<file path="src/rtl/sdiv_32_32.sv">
// Iterative 32-bit signed/unsigned divider (restoring, one quotient bit per cycle).
// Operands arrive 33 bits wide. Bit 32 carries the sign for signed ops and is 0 for
// unsigned ops, so one datapath covers DIV/DIVU/REM/REMU.
//
//   state | meaning
//   IDLE  | wait for req; capture magnitudes and signs, or finish via a fast path
//   CALC  | 32 restoring iterations on the magnitudes
//   FIX   | apply result signs, publish q/r, pulse rdy
//   DONE  | wait for req to drop so a stale req cannot retrigger
module sdiv_32_32 #(
    parameter bit FAST_PATH = 1'b1
) (
    input  logic        clk,
    input  logic        rst,
    input  logic [32:0] ai,
    input  logic [32:0] bi,
    input  logic        req,
    output logic        rdy,
    output logic [31:0] q,
    output logic [31:0] r
);

    typedef enum logic [1:0] {IDLE, CALC, FIX, DONE} state_t;

    state_t      state_q, state_d;
    logic        nq_q, nq_d;
    logic        nr_q, nr_d;
    logic [31:0] bu_q, bu_d;
    // Partial remainder. It always stays below the divisor, so its 33rd bit
    // would always be zero and is not stored.
    logic [31:0] prem_q, prem_d;
    logic [31:0] quo_q, quo_d;
    logic [4:0]  cnt_q, cnt_d;
    logic [31:0] q_q, q_d;
    logic [31:0] r_q, r_d;
    logic        rdy_q, rdy_d;

    logic [31:0] au_c;
    logic [31:0] bu_c;
    logic [32:0] t_c;

    // Next-state and datapath update; negations are used only at capture and FIX.
    always_comb begin
        au_c    = ai[32] ? (32'd0 - ai[31:0]) : ai[31:0];
        bu_c    = bi[32] ? (32'd0 - bi[31:0]) : bi[31:0];
        t_c     = {prem_q, quo_q[31]} - {1'b0, bu_q};

        state_d = state_q;
        nq_d    = nq_q;
        nr_d    = nr_q;
        bu_d    = bu_q;
        prem_d  = prem_q;
        quo_d   = quo_q;
        cnt_d   = cnt_q;
        q_d     = q_q;
        r_d     = r_q;
        rdy_d   = 1'b0;

        unique case (state_q)
            IDLE: begin
                if (req) begin
                    nq_d = ai[32] ^ bi[32];
                    nr_d = ai[32];
                    bu_d = bu_c;
                    if (bi == 33'd0) begin
                        q_d     = 32'hFFFF_FFFF;
                        r_d     = ai[31:0];
                        rdy_d   = 1'b1;
                        state_d = DONE;
                    end else if (FAST_PATH && (au_c < bu_c)) begin
                        q_d     = 32'd0;
                        r_d     = ai[31:0];
                        rdy_d   = 1'b1;
                        state_d = DONE;
                    end else begin
                        prem_d  = 32'd0;
                        quo_d   = au_c;
                        cnt_d   = 5'd0;
                        state_d = CALC;
                    end
                end
            end
            CALC: begin
                if (!t_c[32]) begin
                    prem_d = t_c[31:0];
                    quo_d  = {quo_q[30:0], 1'b1};
                end else begin
                    prem_d = {prem_q[30:0], quo_q[31]};
                    quo_d  = {quo_q[30:0], 1'b0};
                end
                cnt_d = cnt_q + 5'd1;
                if (cnt_q == 5'd31) begin
                    state_d = FIX;
                end
            end
            FIX: begin
                q_d     = nq_q ? (32'd0 - quo_q) : quo_q;
                r_d     = nr_q ? (32'd0 - prem_q) : prem_q;
                rdy_d   = 1'b1;
                state_d = DONE;
            end
            DONE: begin
                if (!req) begin
                    state_d = IDLE;
                end
            end
            default: state_d = IDLE;
        endcase
    end

    // State and datapath registers; reset abandons any operation in flight.
    always_ff @(posedge clk or posedge rst) begin
        if (rst) begin
            state_q <= IDLE;
            nq_q    <= 1'b0;
            nr_q    <= 1'b0;
            bu_q    <= 32'd0;
            prem_q  <= 32'd0;
            quo_q   <= 32'd0;
            cnt_q   <= 5'd0;
            q_q     <= 32'd0;
            r_q     <= 32'd0;
            rdy_q   <= 1'b0;
        end else begin
            state_q <= state_d;
            nq_q    <= nq_d;
            nr_q    <= nr_d;
            bu_q    <= bu_d;
            prem_q  <= prem_d;
            quo_q   <= quo_d;
            cnt_q   <= cnt_d;
            q_q     <= q_d;
            r_q     <= r_d;
            rdy_q   <= rdy_d;
        end
    end

    assign rdy = rdy_q;
    assign q   = q_q;
    assign r   = r_q;

endmodule
</file>
<file path="config.mk">
export PLATFORM = sky130hd
export DESIGN_NAME = sdiv_32_32
export DESIGN_NICKNAME = d
export VERILOG_FILES = /design/src/rtl/sdiv_32_32.sv
export SDC_FILE = /design/constraint.sdc
export NUM_CORES = 1
export LEC_CHECK = 0
export BUFFER_PORTS_ARGS = -buffer_cell sky130_fd_sc_hd__buf_2
export CORE_ASPECT_RATIO = 0.9
export CORE_MARGIN = 2
export CORE_UTILIZATION = 54
export CTS_CLUSTER_DIAMETER = 40
export DETAILED_ROUTE_END_ITERATION = 12
export PLACE_DENSITY = 0.85
export RECOVER_POWER = 100
export SLEW_MARGIN = 10
export SYNTH_ARGS = -nofsm -noshare
export SYNTH_HDL_FRONTEND = slang
export SYNTH_SLANG_ARGS = --single-unit
export TNS_END_PERCENT = 30
</file>
<file path="constraint.sdc">
create_clock -name clk -period 6.5 [get_ports clk]
set_input_delay 0.65 -clock clk [delete_from_list [all_inputs] [get_ports clk]]
set_output_delay 0.65 -clock clk [all_outputs]
set_load 0.02 [all_outputs]
</file>
# --- After elaboration in Yosys (flattened, before gate mapping) ---
# Index checks and enable logic that the tools add are counted.
totals:
  elab_cells: 72
  input_bits: 69
  out_inout_bits: 65
  regBits: 170
op_classes:
  n_eq_ne: 10
  magnitude_cmp: 1
  mux: 36
  add_sub_neg: 6
  bitwise_logic: 1
  n_reduce_logical: 8
ops:
  columns: ["operator", "n"]
  rows:
  - ["$mux 32", 17]
  - ["$pmux 32 s2", 4]
  - ["$sub 1x32->32 const A", 4]
  - ["$logic_not 33->1", 1]
  - ["$sub 33x32->33", 1]
  - ["$lt 32x32->1", 1]
  - ["$mux 5", 3]
  - ["$mux 2", 5]
  - ["$ne 2x2->1 const B", 5]
  - ["$pmux 5 s2", 1]
  - ["$pmux 2 s4", 1]
  - ["$reduce_and 3->1", 2]
  - ["$add 5x1->5 const B", 1]
  - ["$eq 5x5->1 const B", 1]
  - ["$eq 2x2->1 const B", 2]
  - ["$mux 1", 4]
  - ["$reduce_and 4->1", 1]
  - ["$reduce_bool 2->1", 2]
  - ["$ne 3x3->1 const B", 1]
  - ["$eq 2x1->1 const B", 1]
  - ["$logic_not 2->1", 1]
  - ["$pmux 1 s2", 1]
  - ["$reduce_and 2->1", 1]
  - ["$xor 1x1->1", 1]

# --- Logic depth before layout (Yosys ltp) ---
# Gate-level depths: netlist of the first run.
logic_depth:
  word_depth: 7
  depth_mapped: 20
  mapped_depth_nobuf: 18

# --- Worst setup path after synthesis of the first run ---
# OpenSTA, ideal clock, no wires.
synth_timing:
  path_type: "input port to flip-flop"
  from: "in ai[10]"
  to: "reg q_q[10] (netlist: q[10])"
  n_path_buf: 3
  t_arrival_ns: 5.116
  path_stages: 19
  t_required_ns: 6.382
  path_slack_ns: 1.266
  setup_time_ns: 0.118
  path_cell_list: "or4_4 > or4_4 > or3_1 > or4_1 > buf_2 > nand2b_4 > o31ai_4 > xnor2_1 > ha_1 > nand4_1 > nor4_1 > o211a_1 > a21oi_1 > nor2_1 > a2bb2oi_1 > clkbuf_1 > clkbuf_1 > a211oi_1 > a21o_1"
synth_via:
  elab_chain_len: 5
synth_lines:
  columns: ["element", "line", "rtl"]
  rows:
  - ["start, declared", "15", "input logic [32:0] ai,"]
  - ["$sub 1x32->32", "44", "au_c = ai[32] ? (32'd0 - ai[31:0]) : ai[31:0];"]
  - ["$mux 32 (*)", "44", null]
  - ["$lt 32x32->1 (*)", "70", "end else if (FAST_PATH && (au_c < bu_c)) begin"]
  - ["$ne 3x3->1 (no line) (*)", null, null]
  - ["$reduce_and 3->1 (no line) (*)", null, null]
  - ["end signal, assigned", "132", "q_q <= q_d;"]
  - ["end, declared", "34", "logic [31:0] q_q, q_d;"]
# Mark *: on every way between the ends. The rest lies on a longest branch, timed or not.
# A chain may end at the register's enable or synchronous reset.

# --- Worst setup path in the final report of the first run ---
layout_timing:
  from: "in bi[14]"
  to: "reg cnt_q[3]"
layout_via:
  elab_chain_len: 5
  word_cells_on_any_way: 7
  classes_between: "1 x add/sub; 1 x order compare; 2 x eq/ne; 1 x mux; 2 x reduce/logical"
layout_lines:
  columns: ["element", "line", "rtl"]
  rows:
  - ["start, declared", "16", "input logic [32:0] bi,"]
  - ["$sub 1x32->32", "45", "bu_c = bi[32] ? (32'd0 - bi[31:0]) : bi[31:0];"]
  - ["$mux 32", "45", null]
  - ["$lt 32x32->1", "70", null]
  - ["$ne 2x2->1 (no line)", null, null]
  - ["$reduce_and 4->1 (no line) (*)", null, null]
  - ["end signal, assigned", "131", "cnt_q <= cnt_d;"]
  - ["end, declared", "33", "logic [4:0] cnt_q, cnt_d;"]
# Marks and branches as above.

==> run metrics, run 1 <==
initial antenna violation count=2; clock root cell=clkbuf_16; period utilization=88.97%; io pins=~130; Pwr Total=7.596 mW; CTS tree=done; fmax=about 170 MHz; CP endpoint kind=register; final std cells w/o fill=~1800; vias=roughly 11000; Post-synth ARST share=100.0%; top-count cell post-synth=nand2_1; post-placement cell count=around 1800; Buffers on Ports=between 100 and 150; xor and xnor fraction of the mapped netlist area=a little over a tenth; PwrDens=around 550 nW/um^2; CP peak stage delay=0.78 ns; Setup Viol. Count Final=0; failing checks=max-capacitance violations, max-slew violations; largest family of logic cells by synthesized area=compound AO/OA/AOI/OAI gates; Post-Synth Adder-Cell Area=around 7.5%; Yosys top cell area share=34.41%; Setup TNS Final=0 ns; maximum vdd ir drop=0.3952 mV; Distinct cells, synth=62; min-delay worst type=register to register; die area=24120 um^2; status=complete, but fails checks; Finished Cell Area=approximately 14000 um^2; Primary FF master, synth=dfrtp_1; CP required=6.81 ns; yosys synthesis warning count=0; ranking of synthesized cells by area=dfrtp_1 34%, ha_1 7.4%, o21ai_0 6.8%; fin. max-slew vios=282; Pleak=between 6 and 7 nW; fin nets=between 1500 and 2000; Post-synth EDFFs=0; first-pass iteration count of the detailed router=7; CP Max Fanout=24; Routed Antenna Nets=0; Post-CTS Setup Bufs=0; share of cells above drive strength 1=8.026%; vias in the first global route=around 11000; Slew @ Worst Pin=about 3.3 ns; max_cap viols=5; Clock Pin Slew Worst Setup and Hold Paths=~0.070 ns; Routed WL per cell=18.91 um; CTS H-tree lvls=4; min Tclk post-route=5.783 ns; mux cell area share after synthesis=4.939%; Total GRT Usage=between 20 and 30%; largest net degree at the start of global routing=122; #FFs+latches synth=170; startpoint types=input pin; clk_lat worst skew=0.43 ns; DP HPWL=25.45 mm; clock skew=between 0.009 and 0.01 ns; Synth Net Count=1590; initial core utilization=54.92%; cts bufs inserted=17; TritonCTS sink count=170; CP max-delay cell=nor4_1; final hold viol count=0; critical path class=input pin to register; GR Overflow Total=0; register area share after synthesis=34.41%; RSZ-0062 raised after global routing=no; Synth Area in Simple Gates=15.59%; cts-stage hold buffer count=0; maximum root-to-sink buffer count=2; Area growth syn-to-layout=11.42%; relative slew slack=-122.9%; Synth Area in Compound Gates=22.96%; CORE AREA=22510 um^2; DRC Markers=0; row count=52; Post-Synthesis Cells=1447; Netlist Area Pre-Place=12360 um^2; Die H=roughly 150 um; placed cell area=13250 um^2; DR vias/cell=6.217; biggest area consumer among synthesized cells=dfrtp_1; most used cell, CP=o31ai_1; top cells by instance count after synthesis=200 x nand2_1, 170 x dfrtp_1, 167 x o21ai_0; first-pass GRT wire length=55.52 mm; Iter 0 DRT Violations=1215; Die W=~160 um; crit path cell chain=clkbuf_1 -> or4_1 -> or3_1 -> nor4_1 -> nand2b_1 -> o31ai_1 -> nand2_1 -> xnor2_1 -> ha_1 -> nand4_1 -> nor3_1 -> a22oi_1 -> o211ai_1 -> nand3_1 -> and3_1 -> buf_4 -> o21ai_0 -> o31ai_1; wirelength, routed=34.85 mm; CP arrival=6.10 ns; Avg Cell Area, Syn=8.544 um^2; RD Place Congestion=0.9383; Resized cells post-CTS=0
-- worst max-delay path: cells and delay by family --
family / cells / cell delay [ns]
fa+ha+maj: 1 / 0.31
xor+xnor: 1 / 0.31
compound gates: 5 / 1.05
simple gates: 9 / 3.23
buf+inv: 2 / 0.51
-- stage by stage --
| step | util [%] | hold slack [ns] | setup WS (ns) |
|---|---|---|---|
| floorplan | - | 0.4375 | 1.247 |
| global placement | 58.84 | 0.4558 | 1.024 |
| detailed placement | 58.84 | 0.4603 | 0.8565 |
| CTS | 61.63 | 0.3564 | 1.260 |
| global route | 61.19 | 0.4970 | 0.4986 |
| finish | 61.19 | 0.4756 | 0.7168 |
-- report_power, final --
group	switching, mW	total [mW]	internal (mW)
Sequential	0.487	1.98	1.49
Clock	0.448	1.09	0.641
Combinational	2.83	4.53	1.70
Total	3.77	7.60	3.83
-- flip-flops by register name, summed over array words and instances, names as in the netlist --
signal and flops:
bu_q 32, prem_q 32, q 32, quo_q 32, r 32, cnt_q 5
state_q 2, nq_q 1, nr_q 1, rdy 1
-- final timing paths --
check	start	end	slack, ns	cells past startpoint
setup reg to reg	quo_q[31]	prem_q[30]	1.57	14
setup / recovery	bi[14]	cnt_q[3]	0.72	18
max in group asynchronous	rst	bu_q[20]	2.24	3
min in group asynchronous	rst	r[30]	1.18	2
hold reg to reg	r[17]	r[17]	0.48	1
hold / removal	r[17]	r[17]	0.48	1
-- cells by family (layout without fill, tap and decap cells) --
kind of cell | after synthesis | count (layout)
flops | 170 | 170
mux | 61 | 61
compound gates | 449 | 449
xor+xnor | 149 | 149
other cells | 0 | 1
simple gates | 414 | 414
buf+inv | 130 | 228
fa+ha+maj | 74 | 74
-- area by class of cell --
type / count / area, um^2
Timing Repair Buffer: 141 / 649.4
Fill cell: 1934 / 8737
Sequential cell: 170 / 4254
Inverter: 55 / 207.7
Antenna cell: 1 / 2.502
Tap cell: 297 / 371.6
Clock inverter: 12 / 160.2
Clock buffer: 20 / 466.7
Multi-Input combinational cell: 1147 / 7662
-- placed cells by master (no fill, tap or decap), drive strengths merged, types with 4 or more instances in the layout --
master,count
nand2,200
dfrtp,170
o21ai,168
xor2,89
clkbuf,88
a21oi,78
ha,73
buf,73
nor2,72
mux2i,61
xnor2,60
inv,58
a21o,42
a211oi,40
o31ai,40
nand3,22
o41ai,19
or3,18
or4,18
nor3,14
nand2b,14
nand4,13
nor4,11
o211ai,11
nor2b,9
o21a,8
a22o,8
and3,7
a211o,6
or2,5
and2,5
o21bai,5
clkinv,4
-- per-layer routing --
metal	GRT usage [%]	vias to the layer above	part of all wire (%)
met5	0	-	0.032
met1	40.19	5447	43
met4	9.649	2	2.9
met2	45.65	561	45
li1	-	5360	-
met3	5.359	88	8.3
Note: power is estimated with default switching activity, not from simulation.
==> inputs of run 2 (changes only) <==
--- a/config.mk
+++ b/config.mk
@@ -12,7 +12,7 @@
 export CTS_CLUSTER_DIAMETER = 40
 export DETAILED_ROUTE_END_ITERATION = 12
 export PLACE_DENSITY = 0.85
-export RECOVER_POWER = 100
+export RECOVER_POWER = 25
 export SLEW_MARGIN = 10
 export SYNTH_ARGS = -nofsm -noshare
 export SYNTH_HDL_FRONTEND = slang
==> run 2 against run 1 <==
- the run still ends with max-capacitance violations, max-slew violations left
- power rose by 0.34%
- routed wire length shrank 0.17%
- clock skew up 0.00092 ns
- hold slack got worse by 0.0022 ns
- first-iteration DRC count fell by 5.6%
- count of clock-buffer cells in the layout stayed put
- critical path type unchanged
- highest routed layer unchanged
==> run metrics, run 2 (synthesis gave the netlist of run 1 again) <==
Setup Viol. Count Final=0 (unchanged); CP max-delay cell=or4_1; DP HPWL=25.45 mm (unchanged); maximum root-to-sink buffer count=2 (unchanged); clock skew=0.01053 ns (+0.0009242 ns); CP arrival=5.69 ns (-0.41 ns); initial antenna violation count=2 (unchanged); row count=52 (unchanged); Routed Antenna Nets=0 (unchanged); PwrDens=549.6 nW/um^2 (-0.34%); CP required=6.81 ns (about the same); final std cells w/o fill=1843 (unchanged); die area=24120 um^2 (unchanged); cts-stage hold buffer count=0 (unchanged); min-delay worst type=register to register; GR Overflow Total=0 (unchanged); fin. max-slew vios=115 (-59%); first-pass iteration count of the detailed router=9 (+2); hold path depth=1 (unchanged); post-placement cell count=1810 (unchanged); CP Max Fanout=24 (unchanged); RD Place Congestion=0.9383 (unchanged); Setup TNS Final=0 ns (unchanged); Clock Pin Slew Worst Setup and Hold Paths=0.07 ns (about the same); Pleak=6.535 nW (+3.7%); min Tclk post-route=5.373 ns (-0.4098 ns); most used cell, CP=o31ai_1; Iter 0 DRT Violations=1147 (-5.6%); Resized cells post-CTS=0 (unchanged); first-pass GRT wire length=55.52 mm (unchanged); Buffers on Ports=133 (unchanged); share of cells above drive strength 1=12.49% (+4.5 points); final hold viol count=0 (unchanged); Die W=163.5 um (unchanged); startpoint types=input pin; CTS H-tree lvls=4 (unchanged); Die H=147.5 um (unchanged); period utilization=82.67% (-6.3 points); crit path cell chain=buf_2 -> or4_1 -> or3_1 -> nor4_2 -> nand2b_1 -> o31ai_1 -> nand2_1 -> xnor2_1 -> ha_1 -> nand4_1 -> nor3_1 -> a22oi_1 -> o211ai_1 -> nand3_1 -> and3_1 -> buf_4 -> o21ai_0 -> o31ai_1; Reg-to-Reg Start=quo_q[31]; fmax=186.1 MHz (+7.6%); CP endpoint kind=register; most frequent cells in the layout=199 x nand2_1, 170 x dfrtp_1, 167 x o21ai_0; final worst setup slack=1.127 ns (+0.4098 ns); largest net degree at the start of global routing=122 (unchanged); Post-CTS Setup Bufs=0 (unchanged); DP Worst Slack=0.8565 ns (unchanged); TritonCTS sink count=170 (unchanged); CTS tree=done; max_cap viols=2 (-3); relative slew slack=-127.1% (-4.1 points); maximum vdd ir drop=0.3935 mV (-0.44%); R2R depth=14 (unchanged); CP peak stage delay=0.63 ns (-0.15 ns); critical path class=input pin to register; Routed WL per cell=18.88 um (-0.17%); fin nets=1675 (unchanged); Total GRT Usage=28.89% (unchanged); clock root cell=clkbuf_16; RSZ-0062 raised after global routing=no; Slew @ Worst Pin=3.387 ns (+0.06162 ns); CORE AREA=22510 um^2 (unchanged); vias in the first global route=10638 (unchanged); wirelength, routed=34.80 mm (-0.17%); Area growth syn-to-layout=12.17%; failing checks=max-capacitance violations, max-slew violations; hold slack final=0.4735 ns (-0.002183 ns); # fillers=1887 (-2.4%); DRC Markers=0 (unchanged); vias=11463 (+0.044%); hold path start=r[17]; io pins=134 (unchanged); clk_lat worst skew=0.43 ns (about the same); cts bufs inserted=17 (unchanged); most common cell after layout, fill and taps aside=nand2_1; crit path launch=bi[14]; initial core utilization=54.92% (unchanged); Pwr Total=7.622 mW (+0.34%); DR vias/cell=6.220 (about the same); status=complete, but fails checks
-- run 2: cell count changes in the layout (fill, tap and decap cells not counted) --
cell,previous run,this run
inv_2,0,1
inv_1,54,53
buf_2,67,133
nand2_1,200,199
buf_4,5,6
clkbuf_1,67,1
clkbuf_2,1,0
nor4_1,11,10
nand2_2,0,1
nor4_2,0,1
-- run 2: per-stage QoR --
stage | area [um^2] | util [%]
5_1_grt | 13870 | 61.61
2_1_floorplan | 12360 | -
6_report | 13870 | 61.61
3_3_place_gp | 13250 | 58.84
4_1_cts | 13870 | 61.63
3_5_place_dp | 13250 | 58.84
-- run 2: layout make-up --
type	instances	area (um^2)	area share, %
multi-input cells	1147	7671	55.31
flip-flops and latches	170	4254	30.67
repair buffers	141	734.5	5.296
clock buffers	20	466.7	3.365
well taps	297	371.6	2.680
inverters	55	207.7	1.498
clock inverters	12	160.2	1.155
diodes	1	2.502	0.01804
-- run 2: layer usage --
layer / track usage, % / part of all wire (%) / wire (um)
met1: 40.19 / 43 / 14980
met2: 45.65 / 45 / 15790
met3: 5.359 / 8.3 / 2893
met4: 9.649 / 3.2 / 1126
met5: 0 / 0.032 / 11
-- run 2: worst max-delay path, delay by kind of cell --
family | cells | cell delay, ns
simple gates | 9 | 2.88
compound gates | 5 | 1.01
buf+inv | 2 | 0.51
fa+ha+maj | 1 | 0.31
xor+xnor | 1 | 0.30
-- run 2: power breakdown --
| group | total [mW] | leakage (nW) | internal [mW] | switching [mW] |
|---|---|---|---|---|
| Clock | 1.09 | 0.308 | 0.641 | 0.448 |
| Combinational | 4.56 | 4.09 | 1.73 | 2.83 |
| Sequential | 1.97 | 2.14 | 1.49 | 0.483 |
| Total | 7.62 | 6.54 | 3.86 | 3.76 |
-- run 2: path summary, 6_finish.rpt --
| path | end | slack, ns |
|---|---|---|
| min in group asynchronous | q[28] | 1.20 |
| worst min-delay path | r[17] | 0.47 |
| worst max register to register | prem_q[30] | 1.58 |
| worst max-delay path | cnt_q[3] | 1.13 |
| max in group asynchronous | bu_q[20] | 2.23 |
| worst min register to register | r[17] | 0.47 |
